--- config.mk ---
export PLATFORM = sky130hd
export DESIGN_NAME = fft_addr_gen
export DESIGN_NICKNAME = d
export VERILOG_FILES = /design/src/rtl/fft_addr_gen.sv
export SDC_FILE = /design/constraint.sdc
export NUM_CORES = 1
export LEC_CHECK = 0
export BUFFER_PORTS_ARGS = -buffer_cell sky130_fd_sc_hd__buf_2
export CAP_MARGIN = 20
export CORE_ASPECT_RATIO = 0.6
export CORE_MARGIN = 3
export CORE_UTILIZATION = 60
export DETAILED_ROUTE_END_ITERATION = 16
export PLACE_DENSITY = 0.86
export SETUP_SLACK_MARGIN = 0.15
export SYNTH_ARGS = -nofsm -noshare
export SYNTH_HDL_FRONTEND = slang
export SYNTH_SLANG_ARGS = --single-unit
--- constraint.sdc ---
create_clock -name clk -period 6.9 [get_ports clk]
set_clock_uncertainty 0.15 [all_clocks]
set_input_delay 0 -clock clk [delete_from_list [all_inputs] [get_ports clk]]
set_output_delay 0 -clock clk [all_outputs]
set_load 0.01 [all_outputs]
--- src/rtl/fft_addr_gen.sv ---
// Address generator for a 512-point radix-2 in-place FFT.
// Walks stages 0..8; each stage issues 256 butterfly requests. After every
// stage except the last, it idles for STAGE_GAP cycles so that butterfly
// write-back can drain. Every output is registered.
//
// Optional feature: define FFT_ADDR_BITREV_LOAD_EN to add a 512-transfer
// bit-reverse LOAD phase ahead of stage 0. It is followed by a GAP.
//
// Ports:
//   clk, rst_n          clock, asynchronous active-low reset
//   start               begin a transform (sampled in IDLE only)
//   abort               synchronous cancel, returns to IDLE
//   ready               downstream accepts the current request
//   valid               request fields valid
//   addr_a / addr_b     top / bottom operand addresses
//   tw_stage / tw_index twiddle ROM select and index
//   stage               current stage 0..8
//   last_bfly           final request of the stage (or of LOAD)
//   load_phase          request is a bit-reverse load transfer
//   busy / done         not-IDLE flag / one-cycle completion pulse
module fft_addr_gen #(
  parameter int unsigned STAGE_GAP = 4
) (
  input  logic       clk,
  input  logic       rst_n,
  input  logic       start,
  input  logic       abort,
  input  logic       ready,
  output logic       valid,
  output logic [8:0] addr_a,
  output logic [8:0] addr_b,
  output logic [3:0] tw_stage,
  output logic [8:0] tw_index,
  output logic [3:0] stage,
  output logic       last_bfly,
  output logic       load_phase,
  output logic       busy,
  output logic       done
);

  typedef enum logic [2:0] {StIdle, StLoad, StRun, StGap, StFin} state_e;

  localparam bit       GapEn   = (STAGE_GAP != 0);
  localparam logic [3:0] GapLast = GapEn ? 4'(STAGE_GAP - 1) : 4'd0;

  state_e     state_q, state_d;
  logic [3:0] stage_q, stage_d;
  logic [8:0] cnt_q, cnt_d;   // butterfly index j, or transfer index i in LOAD
  logic [3:0] gap_q, gap_d;

  logic       valid_q, valid_d, busy_q, busy_d, done_q, done_d, last_q, last_d;
  logic [8:0] addr_a_q, addr_a_d, addr_b_q, addr_b_d, tw_index_q, tw_index_d;
  logic [3:0] tw_stage_q, tw_stage_d, stage_out_q, stage_out_d;
  logic [8:0] p_mask;

  logic hs;
  assign hs = valid_q & ready;

`ifdef FFT_ADDR_BITREV_LOAD_EN
  logic from_load_q, from_load_d;   // the GAP being served follows LOAD, not a stage
  logic load_q, load_d;

  function automatic logic [8:0] bitrev9(input logic [8:0] v);
    logic [8:0] r;
    for (int k = 0; k < 9; k++) r[k] = v[8-k];
    return r;
  endfunction
`endif

  always_comb begin
    state_d = state_q;
    stage_d = stage_q;
    cnt_d   = cnt_q;
    gap_d   = gap_q;
`ifdef FFT_ADDR_BITREV_LOAD_EN
    from_load_d = from_load_q;
`endif
    case (state_q)
      StIdle: begin
        if (start) begin
          stage_d = 4'd0;
          cnt_d   = 9'd0;
`ifdef FFT_ADDR_BITREV_LOAD_EN
          state_d = StLoad;
`else
          state_d = StRun;
`endif
        end
      end
`ifdef FFT_ADDR_BITREV_LOAD_EN
      StLoad: begin
        if (hs) begin
          if (cnt_q == 9'd511) begin
            cnt_d = 9'd0;
            if (GapEn) begin
              state_d     = StGap;
              gap_d       = 4'd0;
              from_load_d = 1'b1;
            end else begin
              state_d = StRun;
            end
          end else begin
            cnt_d = cnt_q + 9'd1;
          end
        end
      end
`endif
      StRun: begin
        if (hs) begin
          if (cnt_q == 9'd255) begin
            cnt_d = 9'd0;
            if (stage_q == 4'd8) begin
              state_d = StFin;
            end else if (GapEn) begin
              state_d = StGap;
              gap_d   = 4'd0;
`ifdef FFT_ADDR_BITREV_LOAD_EN
              from_load_d = 1'b0;
`endif
            end else begin
              stage_d = stage_q + 4'd1;
            end
          end else begin
            cnt_d = cnt_q + 9'd1;
          end
        end
      end
      StGap: begin
        if (gap_q == GapLast) begin
          state_d = StRun;
          gap_d   = 4'd0;
`ifdef FFT_ADDR_BITREV_LOAD_EN
          if (!from_load_q) stage_d = stage_q + 4'd1;
`else
          stage_d = stage_q + 4'd1;
`endif
        end else begin
          gap_d = gap_q + 4'd1;
        end
      end
      StFin:   state_d = StIdle;
      default: state_d = StIdle;
    endcase

    // Abort outranks any handshake in the same cycle.
    if (abort && (state_q != StIdle)) begin
      state_d = StIdle;
      stage_d = 4'd0;
      cnt_d   = 9'd0;
      gap_d   = 4'd0;
    end
  end

  // Output fields come from next-state values so that they are registered
  // and line up with the state they describe.
  always_comb begin
    p_mask      = ~(9'h1ff << stage_d);
    valid_d     = (state_d == StRun) || (state_d == StLoad);
    busy_d      = (state_d != StIdle);
    done_d      = (state_d == StFin);
    addr_a_d    = ((cnt_d >> stage_d) << (stage_d + 4'd1)) | (cnt_d & p_mask);
    addr_b_d    = addr_a_d + (9'd1 << stage_d);
    tw_stage_d  = 4'd8 - stage_d;
    tw_index_d  = cnt_d & p_mask;
    stage_out_d = stage_d;
    last_d      = (state_d == StRun) && (cnt_d == 9'd255);
`ifdef FFT_ADDR_BITREV_LOAD_EN
    load_d = 1'b0;
    if (state_d == StLoad) begin
      addr_a_d   = bitrev9(cnt_d);
      addr_b_d   = cnt_d;
      tw_stage_d = 4'd0;
      tw_index_d = 9'd0;
      last_d     = (cnt_d == 9'd511);
      load_d     = 1'b1;
    end
`endif
    if (state_d == StIdle) begin
      addr_a_d    = 9'd0;
      addr_b_d    = 9'd0;
      tw_stage_d  = 4'd0;
      tw_index_d  = 9'd0;
      stage_out_d = 4'd0;
      last_d      = 1'b0;
    end
  end

  always_ff @(posedge clk or negedge rst_n) begin
    if (!rst_n) begin
      state_q     <= StIdle;
      stage_q     <= 4'd0;
      cnt_q       <= 9'd0;
      gap_q       <= 4'd0;
      valid_q     <= 1'b0;
      busy_q      <= 1'b0;
      done_q      <= 1'b0;
      last_q      <= 1'b0;
      addr_a_q    <= 9'd0;
      addr_b_q    <= 9'd0;
      tw_stage_q  <= 4'd0;
      tw_index_q  <= 9'd0;
      stage_out_q <= 4'd0;
`ifdef FFT_ADDR_BITREV_LOAD_EN
      from_load_q <= 1'b0;
      load_q      <= 1'b0;
`endif
    end else begin
      state_q     <= state_d;
      stage_q     <= stage_d;
      cnt_q       <= cnt_d;
      gap_q       <= gap_d;
      valid_q     <= valid_d;
      busy_q      <= busy_d;
      done_q      <= done_d;
      last_q      <= last_d;
      addr_a_q    <= addr_a_d;
      addr_b_q    <= addr_b_d;
      tw_stage_q  <= tw_stage_d;
      tw_index_q  <= tw_index_d;
      stage_out_q <= stage_out_d;
`ifdef FFT_ADDR_BITREV_LOAD_EN
      from_load_q <= from_load_d;
      load_q      <= load_d;
`endif
    end
  end

  assign valid     = valid_q;
  assign busy      = busy_q;
  assign done      = done_q;
  assign last_bfly = last_q;
  assign addr_a    = addr_a_q;
  assign addr_b    = addr_b_q;
  assign tw_stage  = tw_stage_q;
  assign tw_index  = tw_index_q;
  assign stage     = stage_out_q;
`ifdef FFT_ADDR_BITREV_LOAD_EN
  assign load_phase = load_q;
`else
  assign load_phase = 1'b0;
`endif

endmodule

==> metrics.md <==
| Metric | Value |
|---|---|
| Depth of the CTS H-tree | `3` |
| Most common cell in the netlist | `dfrtp_1` |
| Distinct cells, synth | `84` |
| Final period util | `between 90 and 100%` |
| Fillcell total | `approximately 450` |
| Worst Setup Path Type | `flop to flop` |
| Setup_tns | `0 ps` |
| Seq/Total Area, Yosys | `35.3%` |
| Core Util, Final | `approximately three quarters` |
| Gr usage total | `around 33%` |
| Die height | `70.1 µm` |
| Final hold slack | `approximately 91 ps` |
| Antenna violations before repair | `0` |
| Layout cell share with drive strength beyond 1 | `18.7%` |
| Clock root cell | `clkbuf_16` |
| DR iter-0 viols | `between 600 and 700` |
| Max Clk Rate | `159 MHz` |
| Post-route cell area | `between 4000 and 5000 µm²` |
| Main flop type after synthesis | `dfrtp_1` |
| Routability congestion estimate | `roughly 1.1` |
| TritonCTS clock tree | `done` |
| CTS Sinks | `58` |
| # nets final | `528` |
| Status | `finished clean` |
| DRC violations left | `0` |
| Port buffer count | `43` |
| Crit-path max FO | `19` |
| DP Wirelength | `around 9100 µm` |
| Die area | `~7900 µm²` |
| First-pass GRT wire length | `20100 µm` |
| Post-synth net total | `roughly 500` |
| Worst-path clk slew | `roughly 50 ps` |
| Leakage power | `about 0.0023 µW` |
| Post-synth EDFFs | `0` |
| Hold Path Class | `primary input to flop` |
| Inserted Diodes | `0` |
| Initial Util | `64.6%` |
| Setup crit end kind | `flop` |
| Total setup buffers inserted after CTS | `0` |
| Max incr delay on CP | `740 ps` |
| Cell count after synthesis | `464` |
| DR WL/cell | `roughly 21 µm` |
| CORE AREA | `about 6400 µm²` |
| Average vias per placed instance | `approximately 7` |
| # setup viols final | `0` |
| Register bit count reported by yosys | `58` |
| Share of async-settable or async-resettable flops after synthesis | `100%` |
| Post-CTS Hold Fix Bufs | `1` |
| Final antenna-violating net count | `0` |
| Area leader, netlist | `dfrtp_1` |
| Number of cell rows | `22` |
| Area Overhead vs Synth | `13.2%` |
| Largest net degree at the start of global routing | `59` |
| Routed WL | `12600 µm` |
| Grt ovf | `0` |
| Max_cap viols | `0` |
| Commonest cells in the netlist | `58 x dfrtp_1, 40 x nor2_1, 36 x nand2_1, 33 x o21ai_0, 25 x inv_1` |
| Area share of the largest cell type after synthesis | `35.3%` |
| Required @ worst endpoint | `7000 ps` |
| Slew HR | `40.9%` |
| Slowest cell on crit path | `o21ai_2` |
| P per Cell Area | `about 200 nW/µm²` |
| Die Wd | `113 µm` |
| Placed cell areas | `between 4000 and 5000 µm²` |
| Worst Max-Slew Pin Slew | `~890 ps` |
| Synth Cell Area | `roughly 4100 µm²` |
| CTS max path bufs | `2` |
| Maximum vdd drop | `0.201 mV` |
| Post_cts resized | `0` |
| Routed vias | `slightly above 4000` |
| Worst skew pair latency | `between 300 and 400 ps` |
| Min Tclk post-route | `roughly 6300 ps` |
| Syn avg cell area | `between 8 and 9 µm²` |
| Crit-path cells | `nor4b_2, a211oi_2, o21ai_2, inv_2, ha_1, inv_1, ha_1, nand2b_1, nor2_1, o2bb2ai_1, ha_1, inv_1, fa_1, nor2b_1, o21ai_0, a21boi_0, o21ai_0, a21oi_1, o21ai_0, and3_1, or3_1, mux2i_1` |
| I/O Pins | `45` |
| RSZ-0062 raised after global routing | `false` |
| Max Slew Vio Count | `0` |
| Synth top area cells | `dfrtp_1 35%, ha_1 7.0%, o21ai_0 4.0%` |
| Endpoints failing hold | `0` |
| First-pass detailed-route iteration total | `6` |
| Vias in the first global route | `approximately 3800` |
| Arrival @ worst endpoint | `about 6400 ps` |
| Startpoint Class | `flop` |
| Synth warnings | `0` |
| Number of CTS-inserted buffers | `9` |
critical path: cells and delay by family, from the launching register on:
kind	cells	cell delay, ps
and+or+nand+nor	6	1700
adders and majority gates	4	1280
DFF	1	590
AOI/OAI and AO/OA	8	1950
muxes	1	140
buffers and inverters	3	430
kinds of logic after synthesis:
kind of cell	Yosys count	share of synthesized area, %
flops	58	35.3
other cells	1	0.0913
buf+inv	51	5.79
simple gates	191	25.5
compound gates	132	24.2
mux	3	0.762
fa+ha+maj	24	7.50
xor+xnor	4	0.853
state kept, by name (all words and copies together) (netlist names):
| register | count |
|---|---|
| addr_a | 9 |
| addr_b | 9 |
| busy | 1 |
| cnt_q | 9 |
| done | 1 |
| gap_q | 4 |
| last_bfly | 1 |
| stage | 4 |
| stage_q | 4 |
| state_q | 3 |
| tw_index | 9 |
| tw_stage | 3 |
| valid | 1 |
final timing paths:
kind                                  from         end  slack, ps  depth (start not counted)
max in group asynchronous            rst_n  state_q[0]       5920                          3
worst min-delay path                 abort  state_q[0]         90                          4
worst min register to register    gap_q[3]    gap_q[3]        380                          1
min in group asynchronous            rst_n    cnt_q[0]        190                          3
worst max register to register  state_q[1]   addr_b[8]        590                         22
worst max-delay path            state_q[1]   addr_b[8]        590                         22
final cells by class:
| type | count | area (µm²) | area share [%] |
|---|---|---|---|
| clock buffers | 11 | 243 | 5.22 |
| clock inverters | 5 | 77.6 | 1.67 |
| inverters | 28 | 105 | 2.26 |
| multi-input cells | 355 | 2420 | 52.0 |
| flip-flops and latches | 58 | 1450 | 31.2 |
| well taps | 84 | 105 | 2.26 |
| repair buffers | 47 | 248 | 5.33 |
power by group:
group          internal [µW]  switching (µW)
registers                347            9.08
clock network            324             156
logic                   25.6            55.6
per-stage QoR:
step | total power (µW) | instances | worst slack, ps
detailed placement | 440 | 571 | 863
global route | 945 | 588 | 241
CTS | 920 | 588 | 785
global placement | 438 | 571 | 1270
finish | 917 | 588 | 594
floorplan | 411 | 464 | 1830
cell usage in the layout (no fill, tap or decap), types with 4 or more instances in the layout:
cell type   n
o21ai_0    33
a41oi_1     4
or2_2       4
a21oi_1    19
nor4_1      4
a211o_1     4
a21o_1      6
o211ai_1    7
nor2b_1     4
and2_1     14
and3b_1     4
dfrtp_1    58
and3_1     10
inv_1      25
buf_2      43
ha_1       23
nand4_1     7
o31ai_1     4
nand3_1    17
clkbuf_16   9
nand2b_1    4
nor3_1     20
a31oi_1     6
nor2_1     40
nand2_1    36
routing by layer:
| metal | wire length [µm] | share of wire [%] | GRT usage [%] | vias up |
|---|---|---|---|---|
| met3 | 1990 | 16 | 14.5 | 40 |
| met4 | 254 | 2.0 | 8.80 | 0 |
| li1 | - | - | - | 1776 |
| met5 | 0 | 0 | 0 | - |
| met2 | 4800 | 38 | 41.6 | 340 |
| met1 | 5530 | 44 | 49.1 | 1933 |
No activity file was read; power rests on OpenSTA's default activity.
